[src/rtl/ili9341_cmd_decoder.sv]
// SPI responder for the ILI9341 4-wire bus: assembles bytes and decodes the
// command stream into window, power flags and RGB565 pixels with target (x, y).
module ili9341_cmd_decoder #(
    parameter int WIDTH  = 240,
    parameter int HEIGHT = 320
) (
    input  logic        clk,
    input  logic        rst,
    input  logic        spi_cs_n,
    input  logic        spi_sck,
    input  logic        spi_sda,
    input  logic        spi_dc,
    output logic        byte_valid,
    output logic [7:0]  byte_data,
    output logic        byte_is_data,
    output logic [7:0]  cur_cmd,
    output logic        disp_on,
    output logic        sleep_out,
    output logic        pix_valid,
    output logic [15:0] pix_data,
    output logic [15:0] pix_x,
    output logic [15:0] pix_y
);
    localparam logic [15:0] EC_RST = 16'(WIDTH - 1);
    localparam logic [15:0] EP_RST = 16'(HEIGHT - 1);
    // Bit order {dc, sda, sck, cs_n}; chip select idles deasserted.
    localparam logic [3:0]  SYNC_RST = 4'b0001;

    typedef enum logic [2:0] {IDLE, CASET_P, PASET_P, RAMWR_D, IGNORE} state_t;

    logic [3:0] raw_in;
    logic [3:0] meta_q;
    logic [3:0] sync_q;

    assign raw_in = {spi_dc, spi_sda, spi_sck, spi_cs_n};

    generate
        for (genvar gi = 0; gi < 4; gi++) begin : g_sync
            always_ff @(posedge clk) begin
                if (rst) begin
                    meta_q[gi] <= SYNC_RST[gi];
                    sync_q[gi] <= SYNC_RST[gi];
                end else begin
                    meta_q[gi] <= raw_in[gi];
                    sync_q[gi] <= meta_q[gi];
                end
            end
        end
    endgenerate

    logic       cs_s, sck_s, sda_s, dc_s;
    logic       sck_prev_q;
    logic       sck_rise;
    logic [7:0] shift_q;
    logic [2:0] bit_cnt_q;
    logic       byte_valid_q;
    logic [7:0] byte_data_q;
    logic       byte_dc_q;

    assign cs_s     = sync_q[0];
    assign sck_s    = sync_q[1];
    assign sda_s    = sync_q[2];
    assign dc_s     = sync_q[3];
    assign sck_rise = sck_s & ~sck_prev_q;

    always_ff @(posedge clk) begin
        if (rst) begin
            sck_prev_q   <= 1'b0;
            shift_q      <= 8'h00;
            bit_cnt_q    <= 3'd0;
            byte_valid_q <= 1'b0;
            byte_data_q  <= 8'h00;
            byte_dc_q    <= 1'b0;
        end else begin
            sck_prev_q   <= sck_s;
            byte_valid_q <= 1'b0;
            if (cs_s) begin
                bit_cnt_q <= 3'd0;
            end else if (sck_rise) begin
                shift_q   <= {shift_q[6:0], sda_s};
                bit_cnt_q <= bit_cnt_q + 3'd1;
                if (bit_cnt_q == 3'd7) begin
                    byte_valid_q <= 1'b1;
                    byte_data_q  <= {shift_q[6:0], sda_s};
                    byte_dc_q    <= dc_s;
                end
            end
        end
    end

    state_t      state_q, state_d;
    logic [7:0]  cur_cmd_q, cur_cmd_d;
    logic        disp_on_q, disp_on_d;
    logic        sleep_q, sleep_d;
    logic [15:0] sc_q, sc_d, ec_q, ec_d, sp_q, sp_d, ep_q, ep_d;
    logic [1:0]  pidx_q, pidx_d;
    logic [7:0]  stg0_q, stg0_d, stg1_q, stg1_d, stg2_q, stg2_d;
    logic        half_q, half_d;
    logic [7:0]  hi_q, hi_d;
    logic [15:0] x_q, x_d, y_q, y_d;
    logic        pix_valid_q, pix_valid_d;
    logic [15:0] pix_data_q, pix_data_d, pix_x_q, pix_x_d, pix_y_q, pix_y_d;

    always_comb begin
        state_d     = state_q;
        cur_cmd_d   = cur_cmd_q;
        disp_on_d   = disp_on_q;
        sleep_d     = sleep_q;
        sc_d        = sc_q;
        ec_d        = ec_q;
        sp_d        = sp_q;
        ep_d        = ep_q;
        pidx_d      = pidx_q;
        stg0_d      = stg0_q;
        stg1_d      = stg1_q;
        stg2_d      = stg2_q;
        half_d      = half_q;
        hi_d        = hi_q;
        x_d         = x_q;
        y_d         = y_q;
        pix_valid_d = 1'b0;
        pix_data_d  = pix_data_q;
        pix_x_d     = pix_x_q;
        pix_y_d     = pix_y_q;

        if (byte_valid_q && !byte_dc_q) begin
            cur_cmd_d = byte_data_q;
            pidx_d    = 2'd0;
            half_d    = 1'b0;
            case (byte_data_q)
                8'h2A: state_d = CASET_P;
                8'h2B: state_d = PASET_P;
                8'h2C: begin
                    state_d = RAMWR_D;
                    x_d     = sc_q;
                    y_d     = sp_q;
                end
                8'h11: begin sleep_d   = 1'b1; state_d = IDLE; end
                8'h10: begin sleep_d   = 1'b0; state_d = IDLE; end
                8'h29: begin disp_on_d = 1'b1; state_d = IDLE; end
                8'h28: begin disp_on_d = 1'b0; state_d = IDLE; end
                8'h01: begin
                    // SWRESET keeps its own opcode visible as the last command.
                    state_d    = IDLE;
                    disp_on_d  = 1'b0;
                    sleep_d    = 1'b0;
                    sc_d       = 16'h0000;
                    ec_d       = EC_RST;
                    sp_d       = 16'h0000;
                    ep_d       = EP_RST;
                    stg0_d     = 8'h00;
                    stg1_d     = 8'h00;
                    stg2_d     = 8'h00;
                    hi_d       = 8'h00;
                    x_d        = 16'h0000;
                    y_d        = 16'h0000;
                    pix_data_d = 16'h0000;
                    pix_x_d    = 16'h0000;
                    pix_y_d    = 16'h0000;
                end
                8'h00: state_d = state_q;
                default: state_d = IGNORE;
            endcase
        end else if (byte_valid_q) begin
            case (state_q)
                CASET_P, PASET_P: begin
                    pidx_d = pidx_q + 2'd1;
                    case (pidx_q)
                        2'd0: stg0_d = byte_data_q;
                        2'd1: stg1_d = byte_data_q;
                        2'd2: stg2_d = byte_data_q;
                        default: begin
                            state_d = IDLE;
                            if (state_q == CASET_P) begin
                                sc_d = {stg0_q, stg1_q};
                                ec_d = {stg2_q, byte_data_q};
                            end else begin
                                sp_d = {stg0_q, stg1_q};
                                ep_d = {stg2_q, byte_data_q};
                            end
                        end
                    endcase
                end
                RAMWR_D: begin
                    if (!half_q) begin
                        hi_d   = byte_data_q;
                        half_d = 1'b1;
                    end else begin
                        half_d      = 1'b0;
                        pix_valid_d = 1'b1;
                        pix_data_d  = {hi_q, byte_data_q};
                        pix_x_d     = x_q;
                        pix_y_d     = y_q;
                        if (x_q >= ec_q) begin
                            x_d = sc_q;
                            y_d = (y_q >= ep_q) ? sp_q : y_q + 16'd1;
                        end else begin
                            x_d = x_q + 16'd1;
                        end
                    end
                end
                IGNORE:  pidx_d = pidx_q + 2'd1;
                default: ;
            endcase
        end
    end

    always_ff @(posedge clk) begin
        if (rst) begin
            state_q     <= IDLE;
            cur_cmd_q   <= 8'h00;
            disp_on_q   <= 1'b0;
            sleep_q     <= 1'b0;
            sc_q        <= 16'h0000;
            ec_q        <= EC_RST;
            sp_q        <= 16'h0000;
            ep_q        <= EP_RST;
            pidx_q      <= 2'd0;
            stg0_q      <= 8'h00;
            stg1_q      <= 8'h00;
            stg2_q      <= 8'h00;
            half_q      <= 1'b0;
            hi_q        <= 8'h00;
            x_q         <= 16'h0000;
            y_q         <= 16'h0000;
            pix_valid_q <= 1'b0;
            pix_data_q  <= 16'h0000;
            pix_x_q     <= 16'h0000;
            pix_y_q     <= 16'h0000;
        end else begin
            state_q     <= state_d;
            cur_cmd_q   <= cur_cmd_d;
            disp_on_q   <= disp_on_d;
            sleep_q     <= sleep_d;
            sc_q        <= sc_d;
            ec_q        <= ec_d;
            sp_q        <= sp_d;
            ep_q        <= ep_d;
            pidx_q      <= pidx_d;
            stg0_q      <= stg0_d;
            stg1_q      <= stg1_d;
            stg2_q      <= stg2_d;
            half_q      <= half_d;
            hi_q        <= hi_d;
            x_q         <= x_d;
            y_q         <= y_d;
            pix_valid_q <= pix_valid_d;
            pix_data_q  <= pix_data_d;
            pix_x_q     <= pix_x_d;
            pix_y_q     <= pix_y_d;
        end
    end

    assign byte_valid   = byte_valid_q;
    assign byte_data    = byte_data_q;
    assign byte_is_data = byte_dc_q;
    assign cur_cmd      = cur_cmd_q;
    assign disp_on      = disp_on_q;
    assign sleep_out    = sleep_q;
    assign pix_valid    = pix_valid_q;
    assign pix_data     = pix_data_q;
    assign pix_x        = pix_x_q;
    assign pix_y        = pix_y_q;
endmodule

[config.mk]
export PLATFORM = sky130hd
export DESIGN_NAME = ili9341_cmd_decoder
export DESIGN_NICKNAME = d
export VERILOG_FILES = /design/src/rtl/ili9341_cmd_decoder.sv
export SDC_FILE = /design/constraint.sdc
export NUM_CORES = 1
export LEC_CHECK = 0
export CORE_MARGIN = 2
export CORE_UTILIZATION = 50
export CTS_BUF_LIST = sky130_fd_sc_hd__clkbuf_8
export DETAILED_ROUTE_END_ITERATION = 16
export DONT_BUFFER_PORTS = 1
export PLACE_DENSITY = 0.69
export REMOVE_ABC_BUFFERS = 1
export SLEW_MARGIN = 20
export SYNTH_ARGS = -nofsm -noshare
export SYNTH_HDL_FRONTEND = slang
export SYNTH_SLANG_ARGS = --single-unit
[constraint.sdc]
create_clock -name clk -period 4 [get_ports clk]
set_clock_uncertainty 0.2 [all_clocks]
set_input_delay 0.8 -clock clk [delete_from_list [all_inputs] [get_ports clk]]
set_output_delay 0.8 -clock clk [all_outputs]
set_load 0.1 [all_outputs]
# Word level (Yosys, flattened, before mapping)
# Cells that the tools add are included.
dict set report totals {
  register_bits 222
  in_bits 6
  output_inout_bits 69
  word_cells 183
}
dict set report op_classes {
  addsub 4
  order_cmp 2
  n_eq_ne 21
  muxes 75
  bitwise_logic 6
  n_reduce_logical 41
}
# cell n
set ops {}
lappend ops {{$mux W16} 46}
lappend ops {{$mux W8} 17}
lappend ops {{$pmux W16 S2} 2}
lappend ops {{$eq A8 B6 Y1 const B} 5}
lappend ops {{$add A16 B1 Y16 const B} 2}
lappend ops {{$ge A16 B16 Y1} 2}
lappend ops {{$reduce_and A4 Y1} 7}
lappend ops {{$reduce_bool A2 Y1} 11}
lappend ops {{$eq A8 B5 Y1 const B} 2}
lappend ops {{$pmux W3 S5} 1}
lappend ops {{$reduce_and A5 Y1} 3}
lappend ops {{$mux W3} 4}
lappend ops {{$reduce_and A2 Y1} 5}
lappend ops {{$reduce_or A2 Y1} 5}
lappend ops {{$reduce_or A3 Y1} 3}
lappend ops {{$eq A8 B1 Y1 const B} 1}
lappend ops {{$logic_not A8 Y1} 1}
lappend ops {{$eq A3 B2 Y1 const B} 2}
lappend ops {{$eq A3 B3 Y1 const B} 2}
lappend ops {{$ne A2 B1 Y1 const B} 3}
lappend ops {{$not A1 Y1} 5}
lappend ops {{$reduce_or A5 Y1} 1}
lappend ops {{$ne A2 B2 Y1 const B} 2}
lappend ops {{$pmux W1 S2} 2}
lappend ops {{13 further kinds} 15}

# Depth between registers and ports, before layout
dict set report logic_depth {
  word_depth 7
  depth_mapped 9
  mapped_depth_nobuf 8
}

# Worst setup path before layout
# No wires, ideal clock.
dict set report synth_path {
  path_type {register to register}
  start {reg byte_data_q[0], in the netlist byte_data[0]}
  end {reg x_q[3]}
  setup_time_ns 0.081
  arrival_ns 2.760
  required_time_ns 3.719
  path_slack_ns 0.959
  stages_incl_launch_ff 6
  n_path_buf 0
  synth_period_minus_slack_ns 3.041
  path_cell_list {dfxtp_1 -> or4b_1 -> a2111oi_2 -> nor2_2 -> or4_1 -> a41oi_1}
}
dict set report synth_between {
  elab_chain_len 3
  word_cells_on_any_way 6
  cone_classes {eq/ne: 3; mux: 2; reduce/logical: 1}
}
# item line_no
set synth_lines {}
lappend synth_lines {{start: declaration} 57} ;# logic [7:0] byte_data_q;
lappend synth_lines {{start signal: assignment} 84} ;# byte_data_q <= {shift_q[6:0], sda_s};
lappend synth_lines {{$eq A8 B1 Y1 / $eq A8 B6 Y1 (equally long branches)} 130} ;# case (byte_data_q)
lappend synth_lines {{$ne A3 B1 Y1 (no source line) / $pmux W16 S2 (equally long branches)} -}
lappend synth_lines {{$reduce_and A4 Y1 (no source line) / $mux W16 (equally long branches)} -}
lappend synth_lines {{end signal: assignment} 224} ;# x_q <= 16'h0000;
lappend synth_lines {{end signal: assignment} 245} ;# x_q <= x_d;
lappend synth_lines {{end: declaration} 100} ;# logic [15:0] x_q, x_d, y_q, y_d;
# Several ways; a longest one is shown, not always the timed one.
# A chain may end at the register's enable or synchronous reset.

# Worst setup path after layout
dict set report layout_path {
  start {reg y_q[7]}
  end {reg y_q[13]}
}
dict set report layout_between {
  elab_chain_len 7
  word_cells_on_any_way 8
  cone_classes {add/sub: 1; order compare: 1; mux: 6}
}
# item line_no
set layout_lines {}
lappend layout_lines {{start: declaration} 100}
lappend layout_lines {{start signal: assignment} 246} ;# y_q <= y_d;
lappend layout_lines {{$add A16 B1 Y16 / $ge A16 B16 Y1 (equally long branches)} 196} ;# y_d = (y_q >= ep_q) ? sp_q : y_q + 16'd1;
lappend layout_lines {{$mux W16 (*)} 196}
lappend layout_lines {{$mux W16 (*)} 194} ;# if (x_q >= ec_q) begin
lappend layout_lines {{$mux W16 (*)} 185} ;# if (!half_q) begin
lappend layout_lines {{$mux W16 (*)} 165} ;# case (state_q)
lappend layout_lines {{$mux W16 (*)} 164} ;# end else if (byte_valid_q) begin
lappend layout_lines {{$mux W16 (*)} 126} ;# if (byte_valid_q && !byte_dc_q) begin
# Every way passes the cells marked *; elsewhere a longest branch is shown, timed or not. The select of a mux whose other input is x is not followed.

==> out/results.tsv <==
metric	value	unit
Initial DRT Pass Iterations	5	
placeable core region	19500	sq um
largest family of logic cells by synthesized area	simple AND/OR/NAND/NOR gates	
total of buffers placed on input and output ports	0	
number of standard cells in the final layout excluding fillers	1454	
Num CTS Buffers	39	
final cycle utilization of the critical path	81.8	%
mux share of post-synthesis cell area	3.72	%
HPWL after detailed placement	17.5	mm
initial antenna violation count	0	
Area contributors post-synth	sky130_fd_sc_hd__dfxtp_1 (45%), sky130_fd_sc_hd__ha_1 (5.0%), sky130_fd_sc_hd__a21oi_1 (4.8%), sky130_fd_sc_hd__nand2_1 (4.6%), sky130_fd_sc_hd__nor2_1 (4.6%)	
average cell area after synthesis	8.45	sq um
most repeated cell in the gate-level netlist after synthesis	sky130_fd_sc_hd__dfxtp_1	
aggregate routed wire length	26.4	mm
maximum number of pins on one net before global-route repair	178	
floorplan die area	21000	sq um
highest cell delay on the worst timing path	0.63	ns
Crit Reg-Reg Endpoint	y_q[13]$_SDFFE_PP0P_	
synthesized-area fraction occupied by adder cells	5.03	%
Synth area leader	sky130_fd_sc_hd__dfxtp_1	
instance area at placement	10200	sq um
H-tree Lvls	2	
cell class contributing the biggest share of worst-path delay	compound AO/OA/AOI/OAI gates	
most used standard cells in the synthesized netlist	sky130_fd_sc_hd__dfxtp_1 (222), sky130_fd_sc_hd__nand2_1 (123), sky130_fd_sc_hd__nor2_1 (122)	
top flip-flop cell by instance count after synthesis	sky130_fd_sc_hd__dfxtp_1	
Max Fclk	306	MHz
static leakage power	4.18	nW
DRC	0	
initial core utilization	51.0	%
Placed Cells	1387	
simple-gate area share of the yosys netlist	23.0	%
critical-path maximum fanout	10	
clock tree from TritonCTS	done	
count of filler cells inserted in the layout	1839	
CP required	4.22	ns
share of flip-flops with an asynchronous set or reset	0	%
share of layout cells above drive strength 1	9.08	%
Final GP Congestion	0.919	
area added between synthesis and finish	9.80	%
routed vias	8611	
maximum clock insertion buffer count	3	
GRT Util Overall	24.6	%
pre-CTS setup slack	0.857	ns
cts hold-fix bufs	0	
post-synthesis compound-gate area fraction	17.2	%
outcome	complete, no violations	
setup violators final	0	
Crit. path cell count	7	
diode count	0	
highest-delay cell along the critical path	sky130_fd_sc_hd__a21oi_1	
Critical Path Start	y_q[7]$_SDFFE_PP0P_	
Post-Synthesis Cells	1177	
yosys synthesis warning count	0	
IR Drop Worst-Case VDD	268	uV
count of state elements after synthesis	222	
global-route wire length before repair	42.7	mm
setup repair after global routing missed its margin	false	
worst setup path endpoint	y_q[13]$_SDFFE_PP0P_	
fin crit period	3.27	ns
Hold WC Path Type	input port to flip-flop	
number of sinks on the clock net	222	
worst setup slack after layout	0.729	ns
critical path arrival	3.49	ns
count of flip-flops with a built-in enable after synthesis	0	
number of global-route vias before repair	8141	
worst reg2reg path depth	7	
top-area cell type share of the netlist area	44.7	%
synthesized area	9950	sq um
GRT overflow	0	
Root Buffer	sky130_fd_sc_hd__clkbuf_8	
post-detailed-route via-to-cell ratio	5.92	
number of pins exceeding their max-slew limit in the final report	0	
critical setup path kind	flip-flop to flip-flop	
post-CTS setup-driven buffer insertion count	0	
net count of the finished layout	1209	
die height	145	microns
worst path bufs/invs	0	
xor and xnor area share after synthesis	1.58	%
worst-case headroom to the max-slew limit	27.9	%
CP most frequent cell	sky130_fd_sc_hd__a21oi_1	
number of distinct library cell variants in the gate-level netlist after synthesis	64	
Pwr Density	394	nW/um^2
sequential cell area	4450	sq um
chip width	145	microns
sequential-to-total area share from yosys stat	44.7	%
final design area excluding fillers	10900	sq um
DR iter-0 viols	728	
clock transition time at the flip-flop clock pins of the worst setup and hold paths	0.06	ns
cts repair resizes	0	
row cnt	51	
kind of end point of the critical path	flip-flop	
DR WL/cell	18.1	microns
# IOs	75	
R2R setup slack	0.73	ns
total area of multi-input combinational cells	5050	sq um
final hold vios	0	
max cap viols	0	
crit path cell chain	ha_1, a21oi_1, o21ai_0, a21oi_1, nand3_1, a221o_1, a41o_1	
CP Launch Type	flip-flop	
actual slew at the worst max-slew pin	1.08	ns
Worst-Skew Late Latency	0.53	ns
number of nets still failing antenna checks after routing	0	
source of the worst register-to-register timing path	y_q[7]$_SDFFE_PP0P_	
layout make-up:
| class | count | share of cell area [%] |
|---|---|---|
| sequential | 222 | 40.7 |
| tap | 265 | 3.04 |
| multi-input combinational | 834 | 46.2 |
| clock buffer | 48 | 6.05 |
| inverter | 39 | 1.34 |
| timing repair buffer | 27 | 1.86 |
| clock inverter | 19 | 0.790 |
how the worst min path moves through the flow:
stage               cells past startpoint                        end            startpoint  slack [ns]
floorplan                               1            cs_s$_SDFF_PP1_  meta_q[0]$_SDFF_PP1_        0.19
global placement                        1            cs_s$_SDFF_PP1_  meta_q[0]$_SDFF_PP1_        0.19
detailed placement                      1            cs_s$_SDFF_PP1_  meta_q[0]$_SDFF_PP1_        0.20
CTS                                     1  pix_data[15]$_SDFFE_PP0P_                   rst        0.13
global route                            1    cur_cmd[3]$_SDFFE_PP0P_                   rst        0.13
finish                                  1  pix_data[13]$_SDFFE_PP0P_                   rst        0.15
metrics by stage:
step	utilization, %	setup TNS, ns	power [mW]	hold slack, ns
floorplan	-	-90.09	2.34	0.189
global placement	52.1	0	2.37	0.190
detailed placement	52.1	0	2.37	0.205
CTS	55.9	0	4.35	0.126
global route	55.9	0	4.47	0.126
finish	55.9	0	4.31	0.149
cell families after synthesis:
kind of cell,after synthesis
flops,222
buf+inv,121
simple gates,472
mux,37
xor+xnor,18
fa+ha+maj,40
compound gates,267
cell usage in the layout (no fill, tap or decap), drive strengths merged, types with 4 or more instances in the layout:
master	n
a211o	5
a21boi	7
a21oi	96
a22o	22
a22oi	29
a31oi	24
a41oi	5
and2	11
and3	30
and4	4
buf	27
clkbuf	48
clkinv	5
dfxtp	222
ha	40
inv	52
mux2i	37
nand2	123
nand2b	8
nand3	75
nand4	17
nor2	127
nor2b	13
nor3	25
nor3b	8
nor4	12
o211ai	8
o21ai	40
o22ai	6
o31ai	4
or2	6
or4	5
xnor2	13
xor2	5
flip-flops by register name, summed over array words and instances (netlist names), 4 cells and up:
name,flops
x_q,16
sp_q,16
stg2_q,8
stg0_q,8
pix_x,16
hi_q,8
ec_q,16
pix_y,16
y_q,16
sc_q,16
meta_q,4
shift_q,7
stg1_q,8
byte_data,8
cur_cmd,8
ep_q,16
pix_data,16
power by group:
| group | internal, mW | switching [mW] | total (mW) |
|---|---|---|---|
| registers | 2.22 | 0.0163 | 2.24 |
| logic | 0.0295 | 0.0561 | 0.0856 |
| clock network | 1.08 | 0.900 | 1.98 |
| total | 3.33 | 0.973 | 4.31 |
metal layers:
layer	wire length, microns	vias up	GRT usage, %
met3	2040	64	5.28
met2	11600	300	37.6
met4	813	0	9.26
li1	-	4156	-
met5	0	-	0
met1	11900	4091	34.1
No activity file was read; power rests on OpenSTA's default activity.
